**config.mk**
```make
export PLATFORM = sky130hd
export DESIGN_NAME = sipo_rx
export DESIGN_NICKNAME = d
export VERILOG_FILES = /design/src/rtl/sipo_rx_pkg.sv /design/src/rtl/sipo_shift_reg.sv /design/src/rtl/sipo_rx.sv
export SDC_FILE = /design/constraint.sdc
export NUM_CORES = 1
export LEC_CHECK = 0
export ABC_AREA = 0
export BUFFER_PORTS_ARGS = -buffer_cell sky130_fd_sc_hd__buf_2
export CORE_UTILIZATION = 45
export DETAILED_ROUTE_END_ITERATION = 8
export PLACE_DENSITY = 0.67
export SLEW_MARGIN = 20
export SYNTH_ARGS = -nofsm -noshare
export SYNTH_HDL_FRONTEND = slang
export SYNTH_SLANG_ARGS = --single-unit
```
**constraint.sdc**
```tcl
create_clock -name CLK -period 2.2 [get_ports CLK]
set_input_delay 0.22 -clock CLK [delete_from_list [all_inputs] [get_ports CLK]]
set_output_delay 0.22 -clock CLK [all_outputs]
set_load 0.01 [all_outputs]
```
**src/rtl/sipo_rx_pkg.sv**
```systemverilog
// Shared types and helpers for the CE-strobed serial-in/parallel-out receiver.
package sipo_rx_pkg;

  localparam int SIPO_N_DEFAULT = 4;

  typedef enum logic {
    IDLE  = 1'b0,
    SHIFT = 1'b1
  } sipo_state_t;

  // Bits needed to hold values 0..v-1; the bit counter uses clog2(N+1).
  function automatic int clog2(input int v);
    int r;
    r = 0;
    while ((1 << r) < v) r++;
    return r;
  endfunction

endpackage

```
**src/rtl/sipo_shift_reg.sv**
```systemverilog
// N-bit CE-gated left shifter, serial in at the LSB, synchronous clear.
// Receive-side partner of the PISO shifter.
//
// q_next is the word as it will stand after the next enabled edge, i.e. the
// stored bits with the live serial bit appended. The receiver captures its
// completed word from q_next on the same edge the final bit is sampled, so the
// top stored bit would be shifted out before anyone looks at it; only N-1
// bits are kept as state.
module sipo_shift_reg #(
  parameter int N = 4
) (
  input  logic         clk,
  input  logic         clr,
  input  logic         en,
  input  logic         si,
  output logic [N-1:0] q_next
);

  generate
    if (N == 1) begin : g_one
      // A one-bit word is just the live serial bit; nothing to store.
      assign q_next = si;
    end else begin : g_multi
      logic [N-2:0] sr;

      assign q_next = {sr, si};

      // Shift on each enabled strobe; clear wins.
      always_ff @(posedge clk) begin
        if (clr)     sr <= '0;
        else if (en) sr <= q_next[N-2:0];
      end
    end
  endgenerate

endmodule

```
**src/rtl/sipo_rx.sv**
```systemverilog
// Serial-in/parallel-out word receiver. MSB-first bits arrive one per CE
// strobe; SYNC (qualified by CE) marks the first bit of a word. A completed
// word is held on PO with a one-cycle VALID pulse; a SYNC arriving mid-word
// discards the partial word, pulses ERR and restarts.
module sipo_rx
  import sipo_rx_pkg::*;
#(
  parameter int N = SIPO_N_DEFAULT
) (
  input  logic         CLK,
  input  logic         RESET,
  input  logic         CE,
  input  logic         SI,
  input  logic         SYNC,
  output logic [N-1:0] PO,
  output logic         VALID,
  output logic         BUSY,
  output logic         ERR
);

  localparam int CW = clog2(N + 1);

  sipo_state_t   state;
  logic [CW-1:0] cnt;
  logic [CW-1:0] cnt_inc;
  logic [N-1:0]  sr_next;
  logic          shift_en;

  assign cnt_inc = cnt + CW'(1);

  // SI is only taken when it belongs to a word: a framed start, or any strobe
  // while a word is in progress. Unframed strobes in IDLE leave SR alone.
  assign shift_en = CE & (SYNC | (state == SHIFT));

  sipo_shift_reg #(.N(N)) u_sr (
    .clk    (CLK),
    .clr    (RESET),
    .en     (shift_en),
    .si     (SI),
    .q_next (sr_next)
  );

  // Framing FSM, bit counter and registered outputs. VALID and ERR default
  // low every cycle so they can only ever be single-cycle pulses.
  always_ff @(posedge CLK) begin
    if (RESET) begin
      state <= IDLE;
      cnt   <= '0;
      PO    <= '0;
      VALID <= 1'b0;
      BUSY  <= 1'b0;
      ERR   <= 1'b0;
    end else begin
      VALID <= 1'b0;
      ERR   <= 1'b0;
      if (CE) begin
        unique case (state)
          IDLE: begin
            if (SYNC) begin
              if (N == 1) begin
                // Single-bit word completes on its start strobe.
                PO    <= sr_next;
                VALID <= 1'b1;
                cnt   <= '0;
              end else begin
                state <= SHIFT;
                BUSY  <= 1'b1;
                cnt   <= CW'(1);
              end
            end
          end
          SHIFT: begin
            if (SYNC) begin
              // Resync: drop the partial word, this bit starts a fresh one.
              ERR <= 1'b1;
              if (N == 1) begin
                PO    <= sr_next;
                VALID <= 1'b1;
                cnt   <= '0;
                state <= IDLE;
                BUSY  <= 1'b0;
              end else begin
                cnt <= CW'(1);
              end
            end else if (cnt_inc == CW'(N)) begin
              PO    <= sr_next;
              VALID <= 1'b1;
              cnt   <= '0;
              state <= IDLE;
              BUSY  <= 1'b0;
            end else begin
              cnt <= cnt_inc;
            end
          end
          default: begin
            state <= IDLE;
            BUSY  <= 1'b0;
            cnt   <= '0;
          end
        endcase
      end
    end
  end

endmodule

```
* Word level (Yosys, flattened, before mapping)
Index checks and enable logic that the tools add are counted.
** Word-level totals
- Logic and storage cells :: 35
- Output and inout bits :: 7
- Bits of input ports :: 5
- Flip-flop bits (word level) :: 14
** Operators by class
- Muxes and demuxes :: 13
- Reduce and logical (&&, ||, !) cells :: 5
- Bitwise operators :: 5
- $add $sub $neg :: 1
- Equal/unequal tests :: 4
** Operators by type and width (number)
- 3-bit 2-to-1 mux :: 3
- 4-bit AND reduction :: 2
- 1-bit 2-to-1 mux :: 7
- 3-bit one-hot mux with 2 select lines :: 1
- 2-bit inequality test (second input constant) :: 2
- 1-bit one-hot mux with 2 select lines :: 2
- 4-bit OR reduction :: 1
- 3-bit by 1-bit adder with 3-bit output (second input constant) :: 1
- 3-bit equality test (second input constant) :: 1
- 1-bit inverter :: 3
- 3-bit OR reduction :: 1
- 2-bit by 1-bit inequality test with 1-bit output (second input constant) :: 1
- 2-bit AND reduction :: 1
- 1-bit AND :: 1
- 1-bit OR :: 1

* Depth between registers and ports, before layout
- Depth in word-level cells :: 5
- Mapped depth :: 5
- Mapped depth without buffers :: 4

* Hierarchy
From an unflattened synthesis, not the netlist that was laid out.
** Unflattened totals
- Cells, all modules :: 61
- Area, all modules :: 618.1 sq um
** Modules (own cells, without submodules)
- sipo_rx :: seq. area each 220.2 sq um, cells an instance 51, times used 1, area each 509.2 sq um
- sipo_shift_reg :: seq. area each 60.1 sq um, cells an instance 10, times used 1, area each 108.9 sq um

* Worst setup path after synthesis
No wires, ideal clock.
- Path kind :: register to register
- Start :: register cnt[0]
- End :: register BUSY
- Cell stages (with the launch flop) :: 6
- Clock period less this slack :: 1.342 ns
- Library setup time :: 0.103 ns
- Data required time :: 2.097 ns
- Arrival time :: 1.239 ns
- Buffers on the path :: 1
- Path slack :: 0.858 ns
- Cell sequence :: dfxtp_1 ha_1 xor2_1 and3_1 buf_6 a2111oi_2
** On the way
- Cells in the longest elaborated chain, start to end :: 4
** RTL lines
- from (decl) :: line sipo_rx.sv:24 : logic [CW-1:0] cnt;
- from (signal assigned) :: line sipo_rx.sv:92 : cnt <= cnt_inc;
- 3-bit by 1-bit adder with 3-bit output :: line sipo_rx.sv:29 : assign cnt_inc = cnt + CW'(1);
- 3-bit equality test :: line sipo_rx.sv:85 : end else if (cnt_inc == CW'(N)) begin
- 2-bit by 1-bit inequality test with 1-bit output (no source line)
- 4-bit AND reduction (no source line)
- to (signal assigned) :: line sipo_rx.sv:81 : BUSY <= 1'b0;
- to (signal assigned) :: line sipo_rx.sv:90 : BUSY <= 1'b0;
- to (signal assigned) :: line sipo_rx.sv:97 : BUSY <= 1'b0;
- to (decl) :: line sipo_rx.sv:17 : output logic BUSY,
Every way passes these cells.
A chain may end at the register's enable or synchronous reset.

* Worst setup path in the final report
- Start :: register cnt[0]
- End :: register PO[2]
** On the way
- Cells in the longest elaborated chain, start to end :: 3
** RTL lines
- 3-bit by 1-bit adder with 3-bit output :: line sipo_rx.sv:29
- 3-bit equality test :: line sipo_rx.sv:85
- 4-bit AND reduction (no source line)
- to (signal assigned) :: line sipo_rx.sv:62 : PO <= sr_next;
- to (signal assigned) :: line sipo_rx.sv:77 : PO <= sr_next;
- to (signal assigned) :: line sipo_rx.sv:86 : PO <= sr_next;
- to (decl) :: line sipo_rx.sv:15 : output logic [N-1:0] PO,
Every way passes these cells.

==> key figures <==
Drt
  – Drt drc: 0
  – ANT nets after route: 0
  – WL final: 970 µm
  – 1st-iter DRT viols: 14
  – Wire per inst: 11.3 µm
  – DR vias: 427
  – Pre-antenna DRT Iters: 4
  – Vias/cell: 4.97

Synthesis
  – Dominant cells by area after synthesis: dfxtp_1 (46%), mux2i_1 (11%), nand2b_1 (8.2%)
  – Mapped Area: 612 µm²
  – Simple-Gate Fraction of Synth Area: 0.209
  – FF+latch count, synth: 14
  – Yosys top cell by area: dfxtp_1
  – Sequential-to-total area share from yosys stat: 0.458
  – Most used flip-flop cell after synthesis: dfxtp_1
  – Post-Synthesis Net Count: 67
  – Synth cell count leaders: dfxtp_1 (14), nand2b_1 (8), mux2i_1 (7)
  – Post-Synthesis Cells: 60
  – Adder-cell share of the synthesized area: 0.0409
  – Proportion of synthesized area in mux cells: 0.115
  – Syn_area_per_cell: 10.2 µm²
  – Count of cell types in the netlist: 25
  – Largest family of logic cells by synthesized area: simple AND/OR/NAND/NOR gates
  – FFs w/ async S/R, synth: 0
  – Compound-Gate Fraction of Synth Area: 0.121
  – Most common cell in the synthesized netlist: dfxtp_1
  – Synth top area share: 0.458
  – XOR/XNOR Fraction of Synth Area: 0.0143
  – EDFF count, synth: 0
  – Synthesis Warnings: 0

Global routing
  – Wire length of the first global-routing pass: 1700 µm
  – Largest net degree at the start of global routing: 21
  – Initial antenna violation count: 0
  – Grt ovf: 0
  – Gr usage total: 0.178
  – Vias in the first global route: 351

Clock tree
  – CTS Buf Count: 3
  – Post-CTS Setup Inserts: 0
  – CTS sink count: 14
  – CTS root buf: clkbuf_4
  – H-tree depth: 1
  – Post-CTS sizing: 0
  – Clk slew on worst S/H paths: 0.09 ns
  – Max clock buf depth: 2
  – CTS tree: built
  – Worst skew pair latency: 0.27 ns
  – # hold bufs at CTS: 0

Cells and area
  – Non-Filler Instances: 86
  – Nets: 80
  – Area grow syn2layout: 14.7%
  – Share of post-route cells with drive strength above 1: 0.250
  – # diodes: 0
  – Reg area: 280 µm²
  – Fillers: 100
  – Multi-input gate area: 305 µm²

Pwr
  – Pwr/cell area: 689 mW/mm²
  – Worst vdd ir: 337 µV
  – Leak Pwr: 0.000312 µW
  – Overall Power: 484 µW

STA
  – Slew HR: 0.683
  – Clock Skew: 0.000337 ns
  – RSZ-0062 raised after global routing: false
  – Count of final hold-check violations: 0
  – Post-route setup TNS: 0 ns
  – Final critical-path share of the clock period: 0.671
  – Final Max Slew Viols: 0
  – Period minus WS final: 1.48 ns
  – Final setup fails: 0
  – Worst-Margin Slew: 0.472 ns
  – Peak Freq: 677 MHz

Die
  – Die height: 38.9 µm
  – Die area: 0.00151 mm²
  – Core area: 0.00119 mm²
  – Die width: 38.9 µm
  – IO Pins: 12
  – Initial Utilization: 0.516
  – Row Count: 12

Placed design
  – IO buf count: 11
  – Detailed placement HPWL: 654 µm
  – Inst Count DP: 82
  – Global placement routability congestion: 0.766

Critical path
  – Worst EP required: 2.41 ns
  – Setup crit end kind: flop
  – CP Class: reg -> reg
  – Crit Path Max Fanout: 6
  – Signal arrival time at the worst endpoint: 1.68 ns
  – Startpoint types: flop

Hold path
  – Worst hold path type: in -> reg

Run
  – Max-cap viol count: 0

Run status
  – Status: finished clean
==> through the flow <==
step / setup WS (ns) / area (µm²) / util / hold WS (ns)
CTS: 0.713 / 702 / 0.592 / 0.188
detailed placement: 0.736 / 666 / 0.561 / 0.462
global route: 0.528 / 702 / 0.592 / 0.166
global placement: 0.793 / 666 / 0.561 / 0.461
finish: 0.723 / 702 / 0.592 / 0.192
floorplan: 0.858 / 612 / - / 0.321
==> state kept, by name, summed over array words and instances (netlist names) <==
signal and cells:
PO 4, cnt 3, u_sr.g_multi.sr 3, BUSY 1
ERR 1, VALID 1, state 1
==> per-layer routing <==
metal,routed length [µm],track usage
met5,0,0
met4,13,0.129
met3,30,0.0867
met2,379,0.217
met1,546,0.233
==> layout by cell type (no fill, tap or decap), drive strengths merged, types with 2 or more instances in the layout <==
cell,n
a21oi,2
buf,11
clkbuf,4
dfxtp,14
ha,2
inv,2
mux2i,7
nand2b,8
nor2,5
nor2b,2
o21ai,2
==> cell type report <==
type | instances | share of cell area
sequential | 14 | 0.399
tap | 14 | 0.0250
timing repair buffer | 11 | 0.0784
multi-input combinational | 41 | 0.435
inverter | 2 | 0.0107
clock buffer | 4 | 0.0517
==> critical path, cell delays in order (launching register included) <==
cell,delay (ns)
dfxtp_1,0.39
ha_1,0.21
xor2_1,0.19
and3_1,0.39
mux2i_1,0.24
==> power breakdown <==
part | switching (µW) | total [µW] | internal [µW] | leakage, µW
clock | 83.6 | 184 | 101 | 0.0000210
combinational | 18.1 | 33.8 | 15.7 | 0.000177
sequential | 6.12 | 266 | 259 | 0.000114
total | 108 | 484 | 376 | 0.000312
==> worst paths after layout <==
path	start	end	slack [ns]	depth (start not counted)
max	cnt[0]	PO[2]	0.72	4
min	SI	u_sr.g_multi.sr[0]	0.19	3
min reg2reg	u_sr.g_multi.sr[2]	PO[3]	0.47	2
max reg2reg	cnt[0]	PO[2]	0.72	4
==> cell families after synthesis <==
kind of cell	Yosys count
multiplexers	7
buffers and inverters	5
XOR/XNOR	1
AND/OR/NAND/NOR	21
flip-flops	14
adder cells (fa/ha/maj)	2
AO/OA/AOI/OAI	10
Note: power is estimated with default switching activity, not from simulation.
